`config.mk`:
```
export PLATFORM = sky130hd
export DESIGN_NAME = alu_result_fifo
export DESIGN_NICKNAME = d
export VERILOG_FILES = /design/src/rtl/alu_result_fifo.sv
export SDC_FILE = /design/constraint.sdc
export NUM_CORES = 1
export LEC_CHECK = 0
export CORE_MARGIN = 2
export CORE_UTILIZATION = 30
export DETAILED_ROUTE_END_ITERATION = 10
export HOLD_SLACK_MARGIN = 0.12
export RECOVER_POWER = 25
export REMOVE_ABC_BUFFERS = 1
export SYNTH_ARGS = -nofsm -noshare
export SYNTH_HDL_FRONTEND = slang
export SYNTH_SLANG_ARGS = --single-unit
```
`constraint.sdc`:
```
create_clock -name clk -period 1.66 [get_ports clk]
set_input_delay 0.166 -clock clk [delete_from_list [all_inputs] [get_ports clk]]
set_output_delay 0.166 -clock clk [all_outputs]
set_load 0.01 [all_outputs]
```
`src/rtl/alu_result_fifo.sv`:
```
// First-word-fall-through buffer for ALU results: each entry carries the opcode,
// result and flags as one unit, plus a sticky overflow indicator for the consumer.
module alu_result_fifo #(
  parameter int DEPTH = 4,
  parameter int W     = 4
) (
  input  logic                       clk,
  input  logic                       rst_n,
  input  logic                       in_valid,
  output logic                       in_ready,
  input  logic [2:0]                 in_op,
  input  logic [W-1:0]               in_out,
  input  logic                       in_cout,
  input  logic                       in_overflow,
  input  logic                       in_zero,
  output logic                       out_valid,
  input  logic                       out_ready,
  output logic [2:0]                 out_op,
  output logic [W-1:0]               out_result,
  output logic                       out_cout,
  output logic                       out_overflow,
  output logic                       out_zero,
  output logic [$clog2(DEPTH+1)-1:0] count,
  output logic                       sticky_ovf,
  input  logic                       sticky_clr
);

  localparam int AW = $clog2(DEPTH);
  localparam int CW = $clog2(DEPTH + 1);
  localparam int EW = W + 6;

  // Handshake: a transfer happens on an edge where valid && ready are both high;
  // ready depends only on registered state, never on the partner's valid/ready.
  logic [EW-1:0] r_mem [DEPTH];
  logic [AW-1:0] r_wr_ptr;
  logic [AW-1:0] r_rd_ptr;
  logic [CW-1:0] r_count;
  logic          r_sticky;

  logic          w_push;
  logic          w_pop;
  logic [EW-1:0] w_wdata;
  logic [EW-1:0] w_head;

  assign in_ready  = (r_count < CW'(DEPTH));
  assign out_valid = (r_count != '0);
  assign w_push    = in_valid && in_ready;
  assign w_pop     = out_valid && out_ready;
  assign w_wdata   = {in_op, in_out, in_cout, in_overflow, in_zero};

  // Storage is left unreset; the output mask below hides stale contents.
  always_ff @(posedge clk) begin
    if (w_push) begin
      r_mem[r_wr_ptr] <= w_wdata;
    end
  end

  always_ff @(posedge clk or negedge rst_n) begin
    if (!rst_n) begin
      r_wr_ptr <= '0;
      r_rd_ptr <= '0;
      r_count  <= '0;
    end else begin
      if (w_push) begin
        r_wr_ptr <= r_wr_ptr + AW'(1);
      end
      if (w_pop) begin
        r_rd_ptr <= r_rd_ptr + AW'(1);
      end
      case ({w_push, w_pop})
        2'b10:   r_count <= r_count + CW'(1);
        2'b01:   r_count <= r_count - CW'(1);
        default: r_count <= r_count;
      endcase
    end
  end

  // A set from an overflowing push takes priority over a clear in the same cycle.
  always_ff @(posedge clk or negedge rst_n) begin
    if (!rst_n) begin
      r_sticky <= 1'b0;
    end else if (w_push && in_overflow) begin
      r_sticky <= 1'b1;
    end else if (sticky_clr) begin
      r_sticky <= 1'b0;
    end
  end

  assign w_head = out_valid ? r_mem[r_rd_ptr] : '0;
  assign {out_op, out_result, out_cout, out_overflow, out_zero} = w_head;
  assign count      = r_count;
  assign sticky_ovf = r_sticky;

endmodule

```
==> flow_metrics.tcl <==
set metrics [dict create \
    synth_top_area_cell "edfxtp_1" \
    fp-row-count 29 \
    syn_avg_cell_area_um2 18.54 \
    core_area_um2 6350 \
    worstRegToRegCells 8 \
    setup_viol 13 \
    path_max_fanout 8 \
    cts_tree "yes" \
    start_util 0.3096 \
    ys_types 20 \
    portBuffers 30 \
    grt_max_degree 15 \
    drv_cap 0 \
    nFillCells 582 \
    final-hold-violation-count 0 \
    syn2layout_area_growth_pct 35.71 \
    cts_max_path_buffers 2 \
    htreeDepth 2 \
    chipHeight_um 84.95 \
    critPathSlowestCell "mux4_2" \
    ys_warn_count 0 \
    hpwl_mm 2.613 \
    path_cells "buf_12 > mux4_2 > and2_4 > buf_6" \
    postSynthCellCount 106 \
    fin_crit_sh 1.079 \
    ys_seq_area_frac 0.7129 \
    slew_viol_final 0 \
    end_kind "output pin" \
    crit_type "register to output pin" \
    ant_nets 0 \
    period_minus_slack_ps 1791 \
    wl_per_cell_um 14.01 \
    critical_path.startpoint_type "register" \
    slew_headroom 0.7363 \
    gp_congestion 0.6997 \
    placed_area_um2 2524 \
    worst_slack_ps -131.4 \
    worst_ep_arrival_time_ps 1630 \
    synth_area_leaders "edfxtp_1 61%, dfrtp_1 10%, mux4_2 9.2%" \
    max_stage_delay_ps 490 \
    io_pins 31 \
    p_sw_frac 0.2915 \
    skew_ps 3.597 \
    wl_mm 3.418 \
    violations "setup timing" \
    power_density_nw_per_um2 1672 \
    antenna_found_initial 0 \
    dr.first_iter.drc_count 51 \
    path_clk_slew_ps 80 \
    clockPowerShare 0.145 \
    fmax_mhz 558.2 \
    nets 187 \
    crit_required_ps 1490 \
    power_frac_comb 0.485 \
    gr-total-overflow 0 \
    design_area_um2 2668 \
    syn_area_um2 1966 \
    seq_power_share 0.370 \
    drcViolationCount 0 \
    dr.pass1.iters 4 \
    ys_ff_latch 48 \
    clockRootBuffer "clkbuf_8" \
    cts.sinks 48 \
    die_area_um2 7216 \
    outcome "finished with violations" \
    via_per_inst 4.357 \
    clk_latency_ps 300 \
    die_w_um 84.95 \
    hp-class "input pin to asynchronous set/reset pin" \
    drive_gt1_frac 0.3952 \
    diodes 0 \
    p_leak_nw 1.023 \
    track_usage 0.1021 \
    p_total_mw 4.460 \
    grt_pass1_vias 1152 \
    cts_buffers 5 \
    rsz0062_at_grt "true" \
    via_count 1063 \
    power_switching_mw 1.300 \
    grt_pass1_wl_mm 5.451 \
    ir_drop_v 0.0007575 \
    worst_pin_slew_ps 394.3 \
    p_int_mw 3.160 \
    netlist.area_leader.share 0.6111 \
]
==> power by group through the flow <==
stage                     combinational (mW)  sequential, mW  clock (mW)
after floorplan                        0.857            1.76           0
after global placement                  1.96            1.66           0
after detailed placement                1.99            1.68           0
after CTS                               2.08            1.65       0.661
after global routing                    2.37            1.67       0.721
final                                   2.16            1.65       0.648
==> cell usage after synthesis (all sizes together) <==
library cell   n
nand2          2
xor2           2
clkbuf         2
nor2           1
o21ai          2
or3            1
nor2b          1
mux2i          1
xnor2          4
fa             1
buf            2
ha             5
edfxtp        40
inv            8
dfrtp          8
nand3          1
and2          15
mux4          10
==> worst paths after layout <==
check / startpoint / end / slack, ps
worst min-delay path: rst_n / sticky_ovf / 220
min in group clk: sticky_clr / sticky_ovf / 420
max in group asynchronous: rst_n / count[1] / 1160
worst max-delay path: r_rd_ptr[0] / out_op[1] / -130
worst min register to register: sticky_ovf / sticky_ovf / 530
worst max register to register: count[0] / count[2] / -80
==> through the flow <==
step	TNS, ps	hold slack [ps]	utilization	setup WS (ps)	std cells
finish	-1438	220.7	0.4201	-131.4	244
global route	-2198	227.5	0.4201	-200.4	244
CTS	-1733	156.4	0.4132	-157.4	243
detailed placement	-2166	486.6	0.3974	-240.8	232
global placement	-1992	471.3	0.3974	-214.0	232
floorplan	-814.7	-129.6	-	-368.6	102
==> layout make-up <==
cell class                 instances  area (µm²)  share of cell area
tap                               77       96.34             0.03612
timing repair buffer              57       513.0              0.1923
clock inverter                     1       5.005            0.001876
clock buffer                       7       76.32             0.02861
multi-input combinational         46       545.5              0.2045
sequential                        48        1401              0.5253
inverter                           8       30.03             0.01126
==> placed cells by master, fill, tap and decap left out <==
cell / count
mux2i_1: 1
buf_6: 8
buf_12: 1
ha_4: 1
fa_2: 1
dlygate4sd3_1: 5
clkinv_2: 1
edfxtp_1: 40
ha_1: 4
dlymetal6s2s_1: 1
xnor2_1: 4
xor2_1: 2
clkbuf_1: 2
dlygate4sd2_1: 2
inv_1: 7
o21ai_0: 2
and2_4: 8
dfrtp_1: 8
nor2_1: 1
buf_4: 25
clkdlybuf4s50_1: 12
mux4_2: 10
clkbuf_8: 5
nor2b_2: 1
nand2_1: 2
and2_1: 7
inv_2: 1
or3_4: 1
buf_2: 3
nand3_1: 1
==> metal layers <==
metal,GRT usage,vias to the layer above,wire (µm)
li1,-,507,-
met1,0.1105,524,1401
met2,0.1790,27,1774
met3,0.03502,5,178
met4,0.04762,0,63
met5,0,-,0
==> cell families after synthesis <==
family          Yosys count  synth area share
compound gates            2          0.005093
xor+xnor                  6           0.02673
fa+ha+maj                 6           0.04201
buf+inv                  12           0.02737
flops                    48            0.7129
mux                      11            0.1235
simple gates             21           0.06238
==> flip-flops by register name, summed over array words and instances (netlist names) <==
signal and cells:
sticky_ovf 1, r_wr_ptr 2, count 3, r_rd_ptr 2, r_mem 40
==> worst max-delay path: cells and delay by family (launching register included) <==
kind / cells / cell delay (ps)
and+or+nand+nor: 1 / 150
buffers and inverters: 2 / 270
DFF: 1 / 410
muxes: 1 / 490
==> timing repair <==
action / CTS / global route
hold buffers: 0 / 0
resized for setup: 58 / 9
pin swaps: 15 / 4
setup endpoints to repair: 13 / 33
buffers inserted: 3 / 1
Power figures use the tool's default switching activity.
==> edit 1, RTL diff (config.mk and constraints unchanged) <==
`W`: 4 -> 5.
--- a/src/rtl/alu_result_fifo.sv
+++ b/src/rtl/alu_result_fifo.sv
@@ -4,3 +4,3 @@
   parameter int DEPTH = 4,
-  parameter int W     = 4
+  parameter int W     = 5
 ) (
Ports: changed (resized in_out and out_result); port bits go from 31 to 33. No check against the original RTL was run, so the function may have changed too.
==> edit 1 against the original RTL <==
  * The run still ends with negative setup slack left
  * First-iteration DRC count up 96%
  * Clock skew increased by 0.0020 ns
  * Wire length grew 10%
  * Area after synthesis rose by 7.8%
  * Sequential cell count up 4
  * Final area increased by 7.1%
  * Total power grew 7.6%
  * Worst setup slack lost 0.027 ns
  * Largest power group unchanged
==> edit 1: results <==
set metrics [dict create \
    outcome "complete, but fails checks" \
    violations "negative setup slack" \
    place.gp.congestion 0.786 \
    nMultiInputCombCells 48 \
    multi_input_area_share_pct 20.2 \
    worst_slack_ns -0.159 \
    route.met2.wl_um 2080 \
    worst_ir_drop_vdd_uv 632 \
    postRouteWirelength_um 3760 \
    setup_viol 13 \
    largest_reg_flops 44 \
    drive_gt1_share_pct 39.2 \
    grt_max_degree 17 \
    cp-endpoint "out_result[3]" \
    place_hpwl_um 2730 \
    tightest_slew_ns 0.389 \
    met1_usage_pct 11.5 \
    grt_pass1_wl_um 6110 \
    layout.nets 192 \
    clockPowerShare_pct 14.2 \
    reg2reg_from "count[2]$_DFFE_PN0P_" \
    n_fill_cell 643 \
    track_usage_pct 10.9 \
    critPathMaxFanout 5 \
    met2_usage_pct 20.4 \
    first_iter_violations 100 \
    wl_met1_um 1500 \
    ff_latch_area_mm2 0.00152 \
    reg2reg_slack_ns -0.14 \
    switching_power_mw 1.41 \
    clock_area_share_pct 3.02 \
    met3_usage_pct 3.02 \
    nNonClkBuffers 55 \
]
==> edit 1: cell families after synthesis <==
kind of cell | Yosys count | share of synthesized area (%)
muxes | 12 | 12.7
xor gates and xnor gates | 6 | 2.48
and+or+nand+nor | 22 | 6.08
buffers and inverters | 12 | 2.54
adders and majority gates | 6 | 3.90
AOI/OAI and AO/OA | 2 | 0.473
DFF | 52 | 71.8
==> edit 1: what timing repair did <==
item | 4_1_cts | 5_1_grt
hold buffers | 0 | 0
pin swaps | 10 | 7
buffers inserted | 4 | 1
gates resized for setup | 58 | 23
setup endpoints to repair | 14 | 15
==> edit 1: through the flow <==
stage / total power [mW] / cell area (um^2) / hold WS, ns / setup TNS, ns
after floorplan: 2.80 / 2090 / -0.130 / -0.840
after global placement: 3.86 / 2700 / 0.483 / -2.50
after detailed placement: 3.92 / 2700 / 0.482 / -2.63
after CTS: 4.53 / 2770 / 0.154 / -2.00
after global routing: 5.11 / 2860 / 0.233 / -2.57
final: 4.80 / 2860 / 0.217 / -1.56
==> edit 2, RTL diff (config.mk and constraints unchanged) <==
Without the edit above. Make the reset (`rst_n`) synchronous in 2 clocked blocks.
--- a/src/rtl/alu_result_fifo.sv
+++ b/src/rtl/alu_result_fifo.sv
@@ -57,3 +57,3 @@
 
-  always_ff @(posedge clk or negedge rst_n) begin
+  always_ff @(posedge clk) begin
     if (!rst_n) begin
@@ -78,3 +78,3 @@
   // A set from an overflowing push takes priority over a clear in the same cycle.
-  always_ff @(posedge clk or negedge rst_n) begin
+  always_ff @(posedge clk) begin
     if (!rst_n) begin
Function: differs if rst_n is asserted again (counterexample within 4 cycles, from zero or initial values and one cycle with rst_n low); with rst_n held inactive, the same outputs for 10 cycles.
==> edit 2 against the original RTL <==
  * The run still ends with negative setup slack left
  * Register-to-register slack got worse by 0.07 ns
  * Total power barely moved
  * Maximum frequency fell by 1.3%
  * Sequential share of layout area fell by 3.6 points
  * Hold slack improved by 0.28 ns
  * Sequential cell count rose by 2
  * Area after synthesis rose by 4.7%
  * Via count rose by 8.4%
  * Combinational power fell by 9%
  * Non-clock buffer count fell by 5
  * Wire length rose by 7.7%
  * Final area rose by 8.0%
  * Worst setup slack got worse by 0.024 ns
  * Count of clock-buffer cells in the layout fell by 2
==> edit 2: results <==
set metrics [dict create \
    timing.hold.ws_ns 0.506 \
    p_leak_nw 1.04 \
    critPathArrivalTime_ns 1.65 \
    critPathTopFamily "multiplexers" \
    worst_ir_drop_vdd_uv 624 \
    first_iter_violations 83 \
    outcome "complete, but fails checks" \
    tightest_slew_ns 0.309 \
    reg2reg_slack_ns -0.15 \
    hold_class "register to register" \
    n_fill_cell 587 \
    critPathMaxFanout 6 \
    rows 30 \
    async_reset_ff_share_pct 0 \
    grt_pass1_vias 1161 \
    drive_gt1_share_pct 39.4 \
    grt_max_degree 18 \
    postRouteWirelength_um 3680 \
    ys_types 23 \
    antenna_found_initial 0 \
    seq_area_frac_synth_pct 68.1 \
    rr_endpoint "count[2]$_SDFFE_PN0P_" \
    worst-setup-path-type "register to primary output" \
    worst_slack_ns -0.155 \
    synth_common_cells "40 x edfxtp_1, 12 x nor2b_1, 10 x dfxtp_1, 10 x mux4_2, 8 x inv_1" \
    synth-edff-count 40 \
    setup_viol 10 \
    track_usage_pct 10.3 \
    violations "negative setup slack" \
    skew_ns 0.00577 \
    grt_pass1_wl_um 5640 \
    layout.nets 195 \
]
## edit 2: cell type report
cell class / count / area (um^2) / area share (%)
tap: 80 / 100 / 3.47
clock buffer: 5 / 68.8 / 2.39
inverter: 8 / 30.0 / 1.04
sequential: 50 / 1410 / 48.9
timing repair buffer: 52 / 569 / 19.8
clock inverter: 3 / 47.5 / 1.65
multi-input combinational: 57 / 657 / 22.8
## edit 2: kinds of logic (layout without fill, tap and decap cells)
group           after synthesis  after routing  share of synthesized area, %
xor+xnor                      3              3                          1.28
mux                          11             11                          11.4
simple gates                 29             29                          10.3
compound gates                8              8                          2.19
fa+ha+maj                     6              6                          4.01
buf+inv                      12             68                          2.74
flops                        50             50                          68.1
## edit 2: stage by stage
step	instance area (um^2)	instances	setup TNS (ns)	util, %
3_5_place_dp	2600	239	-2.19	38.7
2_1_floorplan	2030	115	-0.865	-
6_report	2880	255	-1.29	42.9
3_3_place_gp	2600	239	-1.88	38.7
5_1_grt	2880	255	-2.10	42.9
4_1_cts	2830	253	-1.33	42.0
## edit 2: worst max-delay path by stage
stage | to
detailed placement | count[2]$_SDFFE_PN0P_
floorplan | count[2]$_SDFFE_PN0P_
CTS | out_zero
global route | count[2]$_SDFFE_PN0P_
finish | out_overflow
global placement | count[2]$_SDFFE_PN0P_
## edit 2: per-layer routing
layer | share of wire (%) | vias to the layer above | global-route usage, %
met2 | 53 | 28 | 17.6
met3 | 5.2 | 2 | 3.52
met5 | 0 | - | 0
met4 | 0.65 | 0 | 2.98
li1 | - | 545 | -
met1 | 41 | 577 | 12.3
## edit 2: worst min-delay path: stages, from the launching register on
cell      delay, ns
dfxtp_1        0.32
o21ai_0        0.07
a21boi_1       0.08
## edit 2: power breakdown
part / switching (mW) / leakage [nW] / internal, mW
Clock: 0.397 / 0.0591 / 0.459
Sequential: 0.0768 / 0.451 / 1.55
Combinational: 0.799 / 0.531 / 1.18
## edit 2: what timing repair did
action / in CTS / in global routing
setup endpoints to repair: 13 / 13
pin swaps: 2 / 0
resized for setup: 70 / 11
setup buffers: 6 / 2
hold buffers: 0 / 0
